==> config.mk <==
export PLATFORM = sky130hd
export DESIGN_NAME = data_to_time_flat
export DESIGN_NICKNAME = d
export VERILOG_FILES = /design/src/rtl/data_to_time_if.sv /design/src/rtl/data_to_time.sv /design/src/flat_wrapper.sv
export SDC_FILE = /design/constraint.sdc
export NUM_CORES = 1
export LEC_CHECK = 0
export CORE_AREA = 2 2 86 88
export CTS_CLUSTER_SIZE = 40
export DETAILED_ROUTE_END_ITERATION = 6
export DIE_AREA = 0 0 88 90
export PLACE_DENSITY = 0.86
export SLEW_MARGIN = 20
export SYNTH_ARGS = -nofsm -noshare
export SYNTH_HDL_FRONTEND = slang
export SYNTH_SLANG_ARGS = --single-unit
==> constraint.sdc <==
create_clock -name clk -period 2.5 [get_ports clk]
set_input_delay 0.375 -clock clk [delete_from_list [all_inputs] [get_ports clk]]
set_output_delay 0.375 -clock clk [all_outputs]
set_load 0.01 [all_outputs]
==> src/rtl/data_to_time_if.sv <==
// Byte-stream input and decoded-time output bundle for data_to_time.
interface data_to_time_if #(
    parameter int DATA_WIDTH = 8
);
    logic [DATA_WIDTH-1:0] rx_data;
    logic                  rx_done;
    logic                  tick_100hz;
    logic                  sw_mode;
    logic [3:0]            hour1;
    logic [3:0]            hour0;
    logic [3:0]            min1;
    logic [3:0]            min0;
    logic [3:0]            sec1;
    logic [3:0]            sec0;
    logic                  time_valid;
    logic                  frame_err;

    modport master (
        output rx_data, rx_done, tick_100hz,
        input  sw_mode, hour1, hour0, min1, min0, sec1, sec0, time_valid, frame_err
    );

    modport slave (
        input  rx_data, rx_done, tick_100hz,
        output sw_mode, hour1, hour0, min1, min0, sec1, sec0, time_valid, frame_err
    );
endinterface

==> src/rtl/data_to_time.sv <==
// Decodes a 12-byte ASCII frame "CL hh:mm:ss\n" / "SW hh:mm:ss\n" into BCD
// time digits and a mode bit, with per-byte format checks, a range check at
// the terminating LF and an inter-byte timeout driven by a 100 Hz tick.
module data_to_time #(
    parameter int DATA_WIDTH    = 8,
    parameter int TIMEOUT_TICKS = 100
) (
    input  logic          clk,
    input  logic          rst,
    data_to_time_if.slave bus
);
    localparam logic [1:0] ST_IDLE = 2'd0;
    localparam logic [1:0] ST_RECV = 2'd1;
    localparam logic [1:0] ST_DONE = 2'd2;

    localparam int TW = (TIMEOUT_TICKS < 2) ? 1 : $clog2(TIMEOUT_TICKS + 1);
    localparam logic [TW-1:0] TMO_LAST = TW'(TIMEOUT_TICKS - 1);

    localparam logic [DATA_WIDTH-1:0] CH_C   = DATA_WIDTH'(8'h43);
    localparam logic [DATA_WIDTH-1:0] CH_S   = DATA_WIDTH'(8'h53);
    localparam logic [DATA_WIDTH-1:0] CH_L   = DATA_WIDTH'(8'h4C);
    localparam logic [DATA_WIDTH-1:0] CH_W   = DATA_WIDTH'(8'h57);
    localparam logic [DATA_WIDTH-1:0] CH_SP  = DATA_WIDTH'(8'h20);
    localparam logic [DATA_WIDTH-1:0] CH_COL = DATA_WIDTH'(8'h3A);
    localparam logic [DATA_WIDTH-1:0] CH_LF  = DATA_WIDTH'(8'h0A);
    localparam logic [DATA_WIDTH-1:0] CH_CR  = DATA_WIDTH'(8'h0D);
    localparam logic [DATA_WIDTH-1:0] CH_0   = DATA_WIDTH'(8'h30);
    localparam logic [DATA_WIDTH-1:0] CH_9   = DATA_WIDTH'(8'h39);

    // Digit slots, MSB first: [5]=hour1 [4]=hour0 [3]=min1 [2]=min0 [1]=sec1 [0]=sec0
    logic [1:0]       state_q, state_d;
    logic [3:0]       idx_q, idx_d;
    logic [TW-1:0]    tmo_q, tmo_d;
    logic             mode_stg_q, mode_stg_d;
    logic [5:0][3:0]  stg_q, stg_d;
    logic             mode_q, mode_d;
    logic [5:0][3:0]  out_q, out_d;
    logic             time_valid_q, time_valid_d;
    logic             frame_err_q, frame_err_d;

    logic byte_v;
    logic is_start;
    logic is_digit;
    logic match;
    logic range_ok;

    // Classify the incoming byte and check it against the current frame position
    always_comb begin
        byte_v   = bus.rx_done && (bus.rx_data != CH_CR);
        is_start = (bus.rx_data == CH_C) || (bus.rx_data == CH_S);
        is_digit = (bus.rx_data >= CH_0) && (bus.rx_data <= CH_9);
        range_ok = (stg_q[5] <= 4'd2) && !((stg_q[5] == 4'd2) && (stg_q[4] > 4'd3)) &&
                   (stg_q[3] <= 4'd5) && (stg_q[1] <= 4'd5);
        match    = 1'b0;
        case (idx_q)
            4'd1:                         match = (bus.rx_data == (mode_stg_q ? CH_L : CH_W));
            4'd2:                         match = (bus.rx_data == CH_SP);
            4'd3, 4'd4, 4'd6, 4'd7,
            4'd9, 4'd10:                  match = is_digit;
            4'd5, 4'd8:                   match = (bus.rx_data == CH_COL);
            4'd11:                        match = (bus.rx_data == CH_LF);
            default:                      match = 1'b0;
        endcase
    end

    // Frame FSM: staging, timeout, output load and status pulses
    always_comb begin
        state_d      = state_q;
        idx_d        = idx_q;
        tmo_d        = tmo_q;
        mode_stg_d   = mode_stg_q;
        stg_d        = stg_q;
        mode_d       = mode_q;
        out_d        = out_q;
        time_valid_d = 1'b0;
        frame_err_d  = 1'b0;
        case (state_q)
            ST_RECV: begin
                if (byte_v) begin
                    // A real byte always wins over a coincident timeout tick
                    tmo_d = '0;
                    if (match) begin
                        idx_d = idx_q + 4'd1;
                        case (idx_q)
                            4'd3:  stg_d[5] = bus.rx_data[3:0];
                            4'd4:  stg_d[4] = bus.rx_data[3:0];
                            4'd6:  stg_d[3] = bus.rx_data[3:0];
                            4'd7:  stg_d[2] = bus.rx_data[3:0];
                            4'd9:  stg_d[1] = bus.rx_data[3:0];
                            4'd10: stg_d[0] = bus.rx_data[3:0];
                            default: ;
                        endcase
                        if (idx_q == 4'd11) begin
                            idx_d = 4'd0;
                            if (range_ok) begin
                                state_d      = ST_DONE;
                                mode_d       = mode_stg_q;
                                out_d        = stg_q;
                                time_valid_d = 1'b1;
                            end else begin
                                state_d     = ST_IDLE;
                                frame_err_d = 1'b1;
                            end
                        end
                    end else begin
                        frame_err_d = 1'b1;
                        stg_d       = '0;
                        mode_stg_d  = 1'b0;
                        if (is_start) begin
                            // The offending byte may itself begin the next frame
                            mode_stg_d = (bus.rx_data == CH_C);
                            idx_d      = 4'd1;
                        end else begin
                            state_d = ST_IDLE;
                            idx_d   = 4'd0;
                        end
                    end
                end else if (bus.tick_100hz) begin
                    if (tmo_q == TMO_LAST) begin
                        state_d     = ST_IDLE;
                        idx_d       = 4'd0;
                        tmo_d       = '0;
                        frame_err_d = 1'b1;
                    end else begin
                        tmo_d = tmo_q + TW'(1);
                    end
                end
            end
            default: begin
                // IDLE and DONE both hunt for a frame start
                state_d = ST_IDLE;
                idx_d   = 4'd0;
                tmo_d   = '0;
                if (byte_v && is_start) begin
                    state_d    = ST_RECV;
                    idx_d      = 4'd1;
                    mode_stg_d = (bus.rx_data == CH_C);
                end
            end
        endcase
    end

    // State registers, asynchronously cleared
    always_ff @(posedge clk or posedge rst) begin
        if (rst) begin
            state_q      <= ST_IDLE;
            idx_q        <= 4'd0;
            tmo_q        <= '0;
            mode_stg_q   <= 1'b0;
            stg_q        <= '0;
            mode_q       <= 1'b0;
            out_q        <= '0;
            time_valid_q <= 1'b0;
            frame_err_q  <= 1'b0;
        end else begin
            state_q      <= state_d;
            idx_q        <= idx_d;
            tmo_q        <= tmo_d;
            mode_stg_q   <= mode_stg_d;
            stg_q        <= stg_d;
            mode_q       <= mode_d;
            out_q        <= out_d;
            time_valid_q <= time_valid_d;
            frame_err_q  <= frame_err_d;
        end
    end

    assign bus.sw_mode    = mode_q;
    assign bus.hour1      = out_q[5];
    assign bus.hour0      = out_q[4];
    assign bus.min1       = out_q[3];
    assign bus.min0       = out_q[2];
    assign bus.sec1       = out_q[1];
    assign bus.sec0       = out_q[0];
    assign bus.time_valid = time_valid_q;
    assign bus.frame_err  = frame_err_q;
endmodule
==> src/flat_wrapper.sv <==
// flat-port wrapper written by rule: the top's interface ports become plain ports
module data_to_time_flat 
#(
    parameter int DATA_WIDTH    = 8,
    parameter int TIMEOUT_TICKS = 100
)
  (clk, rst, bus_rx_data, bus_rx_done, bus_tick_100hz, bus_sw_mode, bus_hour1, bus_hour0, bus_min1, bus_min0, bus_sec1, bus_sec0, bus_time_valid, bus_frame_err);
  data_to_time_if #(.DATA_WIDTH(DATA_WIDTH)) bus_i ();
  input  logic clk;
  input  logic rst;
  input wire logic [$bits(bus_i.rx_data)-1:0] bus_rx_data;
  input wire logic [$bits(bus_i.rx_done)-1:0] bus_rx_done;
  input wire logic [$bits(bus_i.tick_100hz)-1:0] bus_tick_100hz;
  output wire logic [$bits(bus_i.sw_mode)-1:0] bus_sw_mode;
  output wire logic [$bits(bus_i.hour1)-1:0] bus_hour1;
  output wire logic [$bits(bus_i.hour0)-1:0] bus_hour0;
  output wire logic [$bits(bus_i.min1)-1:0] bus_min1;
  output wire logic [$bits(bus_i.min0)-1:0] bus_min0;
  output wire logic [$bits(bus_i.sec1)-1:0] bus_sec1;
  output wire logic [$bits(bus_i.sec0)-1:0] bus_sec0;
  output wire logic [$bits(bus_i.time_valid)-1:0] bus_time_valid;
  output wire logic [$bits(bus_i.frame_err)-1:0] bus_frame_err;
  assign bus_i.rx_data = bus_rx_data;
  assign bus_i.rx_done = bus_rx_done;
  assign bus_i.tick_100hz = bus_tick_100hz;
  assign bus_sw_mode = bus_i.sw_mode;
  assign bus_hour1 = bus_i.hour1;
  assign bus_hour0 = bus_i.hour0;
  assign bus_min1 = bus_i.min1;
  assign bus_min0 = bus_i.min0;
  assign bus_sec1 = bus_i.sec1;
  assign bus_sec0 = bus_i.sec0;
  assign bus_time_valid = bus_i.time_valid;
  assign bus_frame_err = bus_i.frame_err;
  data_to_time #(.DATA_WIDTH(DATA_WIDTH), .TIMEOUT_TICKS(TIMEOUT_TICKS)) u_core (.clk(clk), .rst(rst), .bus(bus_i));
endmodule
==> results of run 1 <==
worst paths after layout:
path                                    start                    end  slack, ns  depth (start not counted)
min reg2reg                u_core.bus.sec1[3]     u_core.bus.sec1[3]       0.49                          1
min                                       rst  u_core.bus.time_valid       0.36                          2
max in group asynchronous                 rst        u_core.stg_q[5]       1.55                          3
max                           u_core.idx_q[0]     u_core.bus.min1[1]     0.0003                          9
max reg2reg                   u_core.idx_q[0]     u_core.bus.min1[1]     0.0003                          9
min in group clk           u_core.bus.sec1[3]     u_core.bus.sec1[3]       0.49                          1
report_power, final:
part / internal [µW] / switching, µW
clock: 510 / 389
sequential: 1050 / 2.22
combinational: 50.2 / 75.9
total: 1610 / 467
cell usage in the layout (no fill, tap or decap), types with 3 or more instances in the layout:
cell,synthesis,final
buf_6,0,3
nand2b_1,3,3
nor3_1,12,10
mux2_4,0,4
nand2_1,45,45
clkdlybuf4s50_1,0,38
and3_1,25,25
nand4_1,23,23
o211ai_1,6,6
buf_4,3,37
inv_1,8,6
a21oi_1,9,8
nor2b_1,7,7
dfrtp_1,65,63
and2_1,7,7
nor2_1,16,15
mux2_2,5,5
clkbuf_8,0,11
xor2_1,3,3
buf_12,0,4
nand3_1,46,46
o21ai_0,4,3
mux2_1,16,12
o31ai_1,3,3
worst max-delay path, cell delays in order (launching register included):
cell     delay, ns
dfrtp_1       0.43
inv_2         0.08
ha_2          0.22
o21a_1        0.17
o311a_1       0.32
a21o_1        0.16
o32a_1        0.34
nand3_4       0.11
buf_12        0.17
mux2_2        0.36
metrics by stage:
step,hold slack [ns],area (µm²)
finish,0.361,4570
global route,0.402,4570
CTS,0.368,4520
detailed placement,0.470,4310
global placement,0.468,4310
floorplan,0.462,3570
area by class of cell:
cell class	count	area [µm²]
Clock buffer	13	159
Clock inverter	2	37.5
Fill cell	525	2450
Inverter	8	30.0
Multi-Input combinational cell	270	1820
Sequential cell	65	1630
Tap cell	99	124
Timing Repair Buffer	82	772
per-layer routing:
layer  wire length, µm  part of all wire (%)
met1              3770                    43
met2              4190                    48
met3               396                   4.6
met4               327                   3.8
met5                 0                     0
logic make-up after synthesis:
family | after synthesis | synth area share [%]
AND/OR/NAND/NOR | 194 | 28.9
flip-flops | 65 | 46.5
AO/OA/AOI/OAI | 42 | 9.48
buffers and inverters | 36 | 4.33
multiplexers | 24 | 7.73
XOR/XNOR | 5 | 1.25
adder cells (fa/ha/maj) | 5 | 1.79
repair_timing:
action,CTS,global route
buffers inserted,1,1
endpoints found under the hold margin,0,0
endpoints found under the setup margin,34,56
resized for setup,4,10
pin swaps,0,1
==> results.json, run 1 <==
{
  "fmax_ghz": 0.400,
  "final_nets": 453,
  "critPathLaunchType": "register",
  "synthesis.instances": 371,
  "grt.met3_usage_pct": 4.78,
  "synth.distinct_cells": 52,
  "cp-end-kind": "register",
  "max_cap_viol_count": 0,
  "die_area_um2": 7920,
  "layout_setup_ws_ns": 0.000255,
  "wl_mm": 8.68,
  "firstDrtPassIters": 4,
  "port_buffers": 38,
  "leakage_uw": 0.00218,
  "cts.path.max_buffers": 2,
  "syn_area_um2": 3500,
  "clock-skew-final_ns": 0.00586,
  "critPathArrivalTime_ns": 2.73,
  "hold_violations": 0,
  "synthDominantCellAreaShare_pct": 46.5,
  "cts.reportedPaths.clkPinSlew_ns": 0.07,
  "fin_setup_tns_ns": 0,
  "clock-sinks": 65,
  "initial_core_util_pct": 49.8,
  "p_total_uw": 2080,
  "grt_pass1_wl_mm": 14.6,
  "drt_iter0_drc": 184,
  "num_antenna_cells": 0,
  "met2_usage_pct": 36.2,
  "cts_hold_buf": 0,
  "grt_use_total_pct": 23.5,
  "status": "finished, final reports clean",
  "worstSkewPairLatency_ns": 0.35,
  "synth.net_count": 388,
  "grt_pass1_vias": 3051,
  "fin_crit_sh_pct": 100,
  "die_w_um": 88,
  "grt_max_degree": 32,
  "cts-buffers-inserted": 9,
  "hpwl_mm": 6.11,
  "ys_seq_elements": 65,
  "rsz0062_at_grt": "true",
  "largest_reg_flops": 24,
  "synth_top_area_cell": "dfrtp_1",
  "min_period_ns": 2.50,
  "vias": 3184,
  "synth_edf_count": 0,
  "ir_drop_mv": 0.275,
  "async_reset_ff_share_pct": 100,
  "maxSlewViolCount": 0,
  "gr-usage-met1_pct": 30.9,
  "setup_viol": 0,
  "synth_most_common_cell": "dfrtp_1",
  "worst_pin_slew_ns": 0.535,
  "ant_nets": 0,
  "fp.coreArea_um2": 7020,
  "cts_tree": "done",
  "worstPathRequired_ns": 2.73,
  "regMostFlops": "u_core.stg_q",
  "utilization_pct": 65.1,
  "grt.busiest_layer": "met2",
  "synthFlopType": "dfrtp_1",
  "grt-ovfl-total": 0,
  "io_pins": 39,
  "reg_top3": "u_core.stg_q: 24 flops, u_core.tmo_q: 7 flops",
  "synth.top_cells.by_count": "dfrtp_1, nand3_1, nand2_1",
  "ctsHtreeMaxLevel": 3,
  "drc": 0,
  "yosysWarnings": 0,
  "cp_max_fo": 22,
  "die_y_um": 90,
  "post-place-cells": 522,
  "cts.root.buffer_cell": "clkbuf_8",
  "synth_area_leaders": "dfrtp_1, nand3_1, mux2_1, nand2_1, and3_1",
  "drive_gt1_share_pct": 19.8,
  "areaGrowthSynthToFinish_pct": 30.6,
  "min_path_type": "in -> async",
  "finalWeightedCongestion": 0.911,
  "pre_cts_slack_ns": -0.232,
  "drt-wirelength-per-cell_um": 16.1,
  "p_per_area_nw_per_um2": 456,
  "rows": 31,
  "vias_per_cell": 5.91,
  "slew_headroom_pct": 64.3,
  "path_class": "reg -> reg",
  "antenna_found_initial": 0,
  "ys_seq_area_share_pct": 46.5,
  "postSynthAreaPerCell_um2": 9.43,
  "fin_cells": 539
}
No activity file was read; power rests on OpenSTA's default activity.
==> inputs of run 2 (changes only) <==
--- a/config.mk
+++ b/config.mk
@@ -5,6 +5,7 @@
 export SDC_FILE = /design/constraint.sdc
 export NUM_CORES = 1
 export LEC_CHECK = 0
+export ABC_CLOCK_PERIOD_IN_PS = 2500
 export CORE_AREA = 2 2 86 88
 export CTS_CLUSTER_SIZE = 40
 export DETAILED_ROUTE_END_ITERATION = 6
==> results of run 2 <==
The final DEF is identical to that of run 1; final timing and power are the same.
